File: src/rtl/limb_seq_pkg.sv
// Shared types and width helpers for the limb stream sequencer.
// ADDR_W / PASS_W here describe the default configuration; modules derive their own widths with the same functions.
package limb_seq_pkg;

    function automatic int addr_w_f(input int num_words);
        return (num_words > 1) ? $clog2(num_words) : 1;
    endfunction

    function automatic int pass_w_f(input int max_passes);
        return $clog2(max_passes + 1);
    endfunction

    localparam int DEF_WORD_WIDTH = 32;
    localparam int DEF_NUM_WORDS  = 64;
    localparam int DEF_MAX_PASSES = 16;
    localparam int ADDR_W         = addr_w_f(DEF_NUM_WORDS);
    localparam int PASS_W         = pass_w_f(DEF_MAX_PASSES);

    typedef enum logic [1:0] {
        ST_IDLE,
        ST_STREAM,
        ST_DRAIN,
        ST_FINISH
    } seq_state_t;

    typedef struct packed {
        logic [DEF_WORD_WIDTH-1:0] data;
        logic                      last;
        logic [PASS_W-1:0]         pass;
    } skid_entry_t;

endpackage

File: src/rtl/limb_skid_buffer.sv
// Two-entry valid/ready skid buffer; the head register drives the consumer directly.
// flush empties both entries in one cycle and wins over a simultaneous write.
module limb_skid_buffer
    import limb_seq_pkg::*;
#(
    parameter type entry_t = skid_entry_t
) (
    input  logic       clk_in,
    input  logic       rst_in,
    input  logic       flush,
    input  logic       wr_en,
    input  entry_t     wr_entry,
    input  logic       ready,
    output logic       valid,
    output entry_t     head,
    output logic [1:0] count
);

    entry_t spare;
    logic   pop;

    assign valid = (count != 2'd0);
    assign pop   = valid && ready;

    always_ff @(posedge clk_in or negedge rst_in) begin
        if (!rst_in) begin
            count <= 2'd0;
            head  <= '0;
            spare <= '0;
        end else if (flush) begin
            count <= 2'd0;
        end else begin
            case (count)
                2'd0: begin
                    if (wr_en) begin
                        head  <= wr_entry;
                        count <= 2'd1;
                    end
                end
                2'd1: begin
                    if (wr_en && pop) begin
                        head <= wr_entry;
                    end else if (wr_en) begin
                        spare <= wr_entry;
                        count <= 2'd2;
                    end else if (pop) begin
                        count <= 2'd0;
                    end
                end
                default: begin
                    // Full: the spare slides into the head as the head is taken.
                    if (pop) begin
                        head <= spare;
                        if (wr_en) spare <= wr_entry;
                        else       count <= 2'd1;
                    end
                end
            endcase
        end
    end

endmodule

File: src/rtl/limb_stream_sequencer.sv
// Streams a NUM_WORDS-limb operand from a one-cycle-latency RAM onto a valid/ready bus, repeated for N passes.
//   state     | meaning
//   ST_IDLE   | waiting for start_in
//   ST_STREAM | issuing RAM reads while credit allows
//   ST_DRAIN  | all reads issued, waiting for the last word to handshake
//   ST_FINISH | one-cycle done_out pulse
module limb_stream_sequencer
    import limb_seq_pkg::*;
#(
    parameter  int WORD_WIDTH = 32,
    parameter  int NUM_WORDS  = 64,
    parameter  int MAX_PASSES = 16,
    localparam int ADDR_BITS  = addr_w_f(NUM_WORDS),
    localparam int PASS_BITS  = pass_w_f(MAX_PASSES)
) (
    input  logic                  clk_in,
    input  logic                  rst_in,
    input  logic                  start_in,
    input  logic [PASS_BITS-1:0]  passes_in,
    input  logic                  abort_in,
    output logic                  busy_out,
    output logic                  done_out,
    output logic                  rd_en_out,
    output logic [ADDR_BITS-1:0]  rd_addr_out,
    input  logic [WORD_WIDTH-1:0] rd_data_in,
    output logic [WORD_WIDTH-1:0] data_out,
    output logic                  valid_out,
    input  logic                  ready_in,
    output logic                  last_out,
    output logic [PASS_BITS-1:0]  pass_idx_out
);

    typedef struct packed {
        logic [WORD_WIDTH-1:0] data;
        logic                  last;
        logic [PASS_BITS-1:0]  pass;
    } entry_t;

    seq_state_t           state, state_nxt;
    logic [ADDR_BITS-1:0] addr;
    logic [PASS_BITS-1:0] pass_cnt, passes_lat, passes_sat;
    logic                 rd_pend, pend_last;
    logic [PASS_BITS-1:0] pend_pass;
    entry_t               wr_entry, head;
    logic                 skid_valid;
    logic [1:0]           skid_count;
    logic [2:0]           load;
    logic                 pop, issue, issue_final, last_addr, start_acc;

    assign passes_sat  = (passes_in > PASS_BITS'(MAX_PASSES)) ? PASS_BITS'(MAX_PASSES) : passes_in;
    assign start_acc   = (state == ST_IDLE) && start_in && !abort_in;
    assign pop         = skid_valid && ready_in;
    // Credit counts the slot freed by this cycle's pop so full-rate streaming never bubbles.
    assign load        = 3'(skid_count) - 3'(pop) + 3'(rd_pend);
    assign issue       = (state == ST_STREAM) && !abort_in && (load < 3'd2);
    assign last_addr   = (addr == ADDR_BITS'(NUM_WORDS - 1));
    assign issue_final = issue && last_addr && (pass_cnt == passes_lat - PASS_BITS'(1));

    always_ff @(posedge clk_in or negedge rst_in) begin
        if (!rst_in) state <= ST_IDLE;
        else         state <= state_nxt;
    end

    always_comb begin
        state_nxt = state;
        if (abort_in) begin
            state_nxt = ST_IDLE;
        end else begin
            case (state)
                ST_IDLE:   if (start_in) state_nxt = (passes_sat == '0) ? ST_FINISH : ST_STREAM;
                ST_STREAM: if (issue_final) state_nxt = ST_DRAIN;
                ST_DRAIN:  if (!rd_pend && ((skid_count == 2'd0) || (skid_count == 2'd1 && pop)))
                               state_nxt = ST_FINISH;
                ST_FINISH: state_nxt = ST_IDLE;
                default:   state_nxt = ST_IDLE;
            endcase
        end
    end

    always_comb begin
        busy_out  = (state != ST_IDLE);
        done_out  = (state == ST_FINISH) && !abort_in;
        rd_en_out = issue;
    end

    always_ff @(posedge clk_in or negedge rst_in) begin
        if (!rst_in) begin
            addr       <= '0;
            pass_cnt   <= '0;
            passes_lat <= '0;
        end else if (start_acc) begin
            addr       <= '0;
            pass_cnt   <= '0;
            passes_lat <= passes_sat;
        end else if (issue) begin
            addr <= last_addr ? '0 : addr + ADDR_BITS'(1);
            if (last_addr) pass_cnt <= pass_cnt + PASS_BITS'(1);
        end
    end

    // Tags travel with the read so they line up with rd_data_in one cycle later.
    always_ff @(posedge clk_in or negedge rst_in) begin
        if (!rst_in) begin
            rd_pend   <= 1'b0;
            pend_last <= 1'b0;
            pend_pass <= '0;
        end else begin
            rd_pend <= issue && !abort_in;
            if (issue) begin
                pend_last <= last_addr;
                pend_pass <= pass_cnt;
            end
        end
    end

    assign rd_addr_out = addr;
    assign wr_entry    = '{data: rd_data_in, last: pend_last, pass: pend_pass};

    limb_skid_buffer #(.entry_t(entry_t)) u_skid (
        .clk_in   (clk_in),
        .rst_in   (rst_in),
        .flush    (abort_in),
        .wr_en    (rd_pend),
        .wr_entry (wr_entry),
        .ready    (ready_in),
        .valid    (skid_valid),
        .head     (head),
        .count    (skid_count)
    );

    assign valid_out    = skid_valid;
    assign data_out     = head.data;
    assign last_out     = head.last;
    assign pass_idx_out = head.pass;

endmodule

File: config.mk
export PLATFORM = sky130hd
export DESIGN_NAME = limb_stream_sequencer
export DESIGN_NICKNAME = d
export VERILOG_FILES = /design/src/rtl/limb_seq_pkg.sv /design/src/rtl/limb_skid_buffer.sv /design/src/rtl/limb_stream_sequencer.sv
export SDC_FILE = /design/constraint.sdc
export NUM_CORES = 1
export LEC_CHECK = 0
export CAP_MARGIN = 20
export CORE_AREA = 5 5 98 100
export DETAILED_ROUTE_END_ITERATION = 8
export DIE_AREA = 0 0 103 105
export PLACE_DENSITY = 0.87
export REMOVE_ABC_BUFFERS = 1
export SLEW_MARGIN = 10
export SYNTH_ARGS = -nofsm -noshare
export SYNTH_HDL_FRONTEND = slang
export SYNTH_SLANG_ARGS = --single-unit
File: constraint.sdc
create_clock -name clk_in -period 6.7 [get_ports clk_in]
set_input_delay 0.67 -clock clk_in [delete_from_list [all_inputs] [get_ports clk_in]]
set_output_delay 0.67 -clock clk_in [all_outputs]
set_load 0.005 [all_outputs]
==> flow_metrics.env <==
export IMPL_outcome="finished, final reports clean"
export IMPL_max_freq_mhz=250
export IMPL_grt_pass1_vias=3413
export IMPL_power_density_mw_per_mm2=332
export IMPL_synth_seq_cells=103
export IMPL_final_cell_mix="dfrtp_1 (102), clkdlybuf4s50_1 (88), nor2_1 (56)"
export IMPL_root_buffer="clkbuf_8"
export IMPL_async_reset_ff_share_pct=100
export IMPL_power_total_mw=1.94
export IMPL_slowest_stage="clkdlybuf4s50_1"
export IMPL_portBuffers=89
export IMPL_grt_max_degree=77
export IMPL_cts_made_buffers=9
export IMPL_worstMarginPinSlew_ps=727
export IMPL_synth_edf_count=0
export IMPL_wire_per_inst_um=16.2
export IMPL_worst_slack_ps=2700
export IMPL_place_congestion=0.748
export IMPL_slew_viol_final=0
export IMPL_crit_top_cell="clkdlybuf4s50_1"
export IMPL_critPathTopFamily="buffers and inverters"
export IMPL_die_area_mm2=0.0108
export IMPL_drt_pass1_iterations=4
export IMPL_p_leak_nw=2.59
export IMPL_drive_gt1_share_pct=7.27
export IMPL_min_period_over_period_pct=59.8
export IMPL_cp_arrival_ps=3330
export IMPL_hold_viol=0
export IMPL_instances_no_fill=603
export IMPL_post_dp_hpwl_um=6680
export IMPL_avgSynthCellArea_um2=11.4
export IMPL_critPathMaxFanout=15
export IMPL_hold_slack_ps=301
export IMPL_crit_path_end_kind="primary output"
export IMPL_critPathKind="in -> out"
export IMPL_placed_cell_area_mm2=0.00562
export IMPL_grt_overflow=0
export IMPL_n_antenna_cell=0
export IMPL_path_buf_inv=3
export IMPL_crit_required_ps=6030
export IMPL_hold_class="in -> async"
export IMPL_postCtsSetupBuffers=0
export IMPL_drt_iter0_markers=123
export IMPL_tns_ps=0
export IMPL_rsz0062_at_grt="false"
export IMPL_cts_sinks=103
export IMPL_skew_ps=9.34
export IMPL_antenna_found_initial=0
export IMPL_pre_cts_ws_ps=2710
export IMPL_holdBufCountCts=0
export IMPL_wl_um=9750
export IMPL_nFillCells=648
export IMPL_peakVddDrop_v=0.000161
export IMPL_place_inst=586
export IMPL_ys_flop_type="dfrtp_1"
export IMPL_grt_usage_pct=18.4
export IMPL_core_area_mm2=0.00859
export IMPL_nets=540
export IMPL_ys_seq_area_share_pct=55.3
export IMPL_slew_headroom_pct=51.5
export IMPL_die_w_um=103
export IMPL_path_cells="clkdlybuf4s50_1, nand2_1, nor2_1, o21ai_0, fa_1, xnor2_2, nand4_4, inv_2, clkdlybuf4s50_1"
export IMPL_fin_area_mm2=0.00583
export IMPL_grt_pass1_wl_um=16000
export IMPL_setup_viol=0
export IMPL_num_vias=3325
export IMPL_area_growth_pct=25.2
export IMPL_vias_per_cell=5.51
export IMPL_synthCells=408
export IMPL_worstSetupStartpointType="input pin"
export IMPL_cts_tree="done"
export IMPL_yosysWarnings=0
export IMPL_die_height_um=105
export IMPL_critical_path_max_stage_delay_ps=550
export IMPL_synthDistinctLibCells=44
export IMPL_cts_buffer_depth=2
export IMPL_htree_levels=3
export IMPL_drc=0
export IMPL_initial_core_util_pct=54.2
export IMPL_maxCapViolations=0
export IMPL_clk_latency_ps=360
export IMPL_rows=34
export IMPL_cts_clk_slew_worst_paths_ps=100
export IMPL_final_common_cell="dfrtp_1"
export IMPL_post_synth_instance_area_mm2=0.00466
export IMPL_fin_crit_ps=4000
export IMPL_final_core_util_pct=67.9
export IMPL_detail_route_antenna_nets=0
export IMPL_cts_repair_resized=0
export IMPL_pin_count=90
==> state kept, by name (all words and copies together) (netlist names) <==
| signal | flops |
|---|---|
| u_skid.head | 38 |
| u_skid.spare | 38 |
| rd_addr_out | 6 |
| pass_cnt | 5 |
| passes_lat | 5 |
| pend_pass | 5 |
| state | 2 |
| u_skid.count | 2 |
| pend_last | 1 |
| rd_pend | 1 |
==> power by group <==
group / total (mW) / switching, mW / internal (mW)
registers: 0.915 / 0.116 / 0.798
clock network: 0.383 / 0.209 / 0.174
logic: 0.639 / 0.259 / 0.380
total: 1.94 / 0.585 / 1.35
==> cell families (layout without fill, tap and decap cells) <==
kind of cell | after synthesis | in the layout | share of synthesized area (%)
AND/OR/NAND/NOR | 107 | 107 | 10.5
flip-flops | 103 | 103 | 55.3
multiplexers | 79 | 79 | 18.0
AO/OA/AOI/OAI | 63 | 63 | 7.68
buffers and inverters | 35 | 122 | 3.22
XOR/XNOR | 13 | 13 | 2.90
adder cells (fa/ha/maj) | 8 | 8 | 2.31
==> Yosys cell counts (2+ instances only) <==
cell type	number	area [µm²]
dfrtp_1	103	2580
nor2_1	56	210
a21oi_1	44	220
mux2i_1	39	390
mux2_1	29	327
nand2_1	21	78.8
inv_1	12	45.0
mux2_2	11	124
clkbuf_1	10	37.5
buf_2	9	45.0
ha_1	7	87.6
o21ai_0	7	35.0
xor2_1	6	52.6
nand3_1	5	25.0
xnor2_1	5	43.8
nand3b_1	4	30.0
nor3_1	4	20.0
nand4_1	3	18.8
a22oi_1	2	15.0
a311oi_1	2	17.5
and2_1	2	12.5
and3_1	2	12.5
buf_4	2	15.0
nand2b_1	2	12.5
nor2b_1	2	12.5
==> cell type report <==
type | count | area (µm²) | area share [%]
Clock inverter | 5 | 57.6 | 0.987
Sequential cell | 103 | 2580 | 44.2
Multi-Input combinational cell | 270 | 1940 | 33.3
Tap cell | 108 | 135 | 2.32
Clock buffer | 11 | 131 | 2.25
Timing Repair Buffer | 93 | 938 | 16.1
Inverter | 13 | 48.8 | 0.837
==> worst register-to-register path, cell delays in order, from the launching register on <==
cell     delay (ps)
dfrtp_2         500
nand2_1         120
nor2_1          180
o21ai_0         150
fa_1            420
xnor2_2         220
nand4_4         250
inv_2           280
nand4_1         170
a211o_1         360
mux2_1          320
==> path summary, 6_finish.rpt <==
path,start,slack (ps),to,depth (start not counted)
worst max-delay path,ready_in,2700,rd_en_out,9
max in group asynchronous,rst_in,5250,u_skid.count[1]$_DFFE_PN0P_,2
worst max register to register,u_skid.count[1]$_DFFE_PN0P_,3620,state[0]$_DFFE_PN0P_,10
worst min-delay path,rst_in,300,u_skid.head[36]$_DFFE_PN0P_,1
worst min register to register,u_skid.spare[26]$_DFFE_PN0P_,500,u_skid.spare[26]$_DFFE_PN0P_,1
min in group clk_in,u_skid.spare[26]$_DFFE_PN0P_,500,u_skid.spare[26]$_DFFE_PN0P_,1
==> layer usage <==
| metal | part of all wire (%) | routed length (µm) | vias up | global-route usage, % |
|---|---|---|---|---|
| met3 | 5.8 | 568 | 10 | 4.06 |
| li1 | - | - | 1567 | - |
| met4 | 1.0 | 100 | 0 | 4.72 |
| met2 | 49 | 4740 | 100 | 30.5 |
| met5 | 0 | 0 | - | 0 |
| met1 | 45 | 4340 | 1648 | 24.4 |
Power figures use the tool's default switching activity.
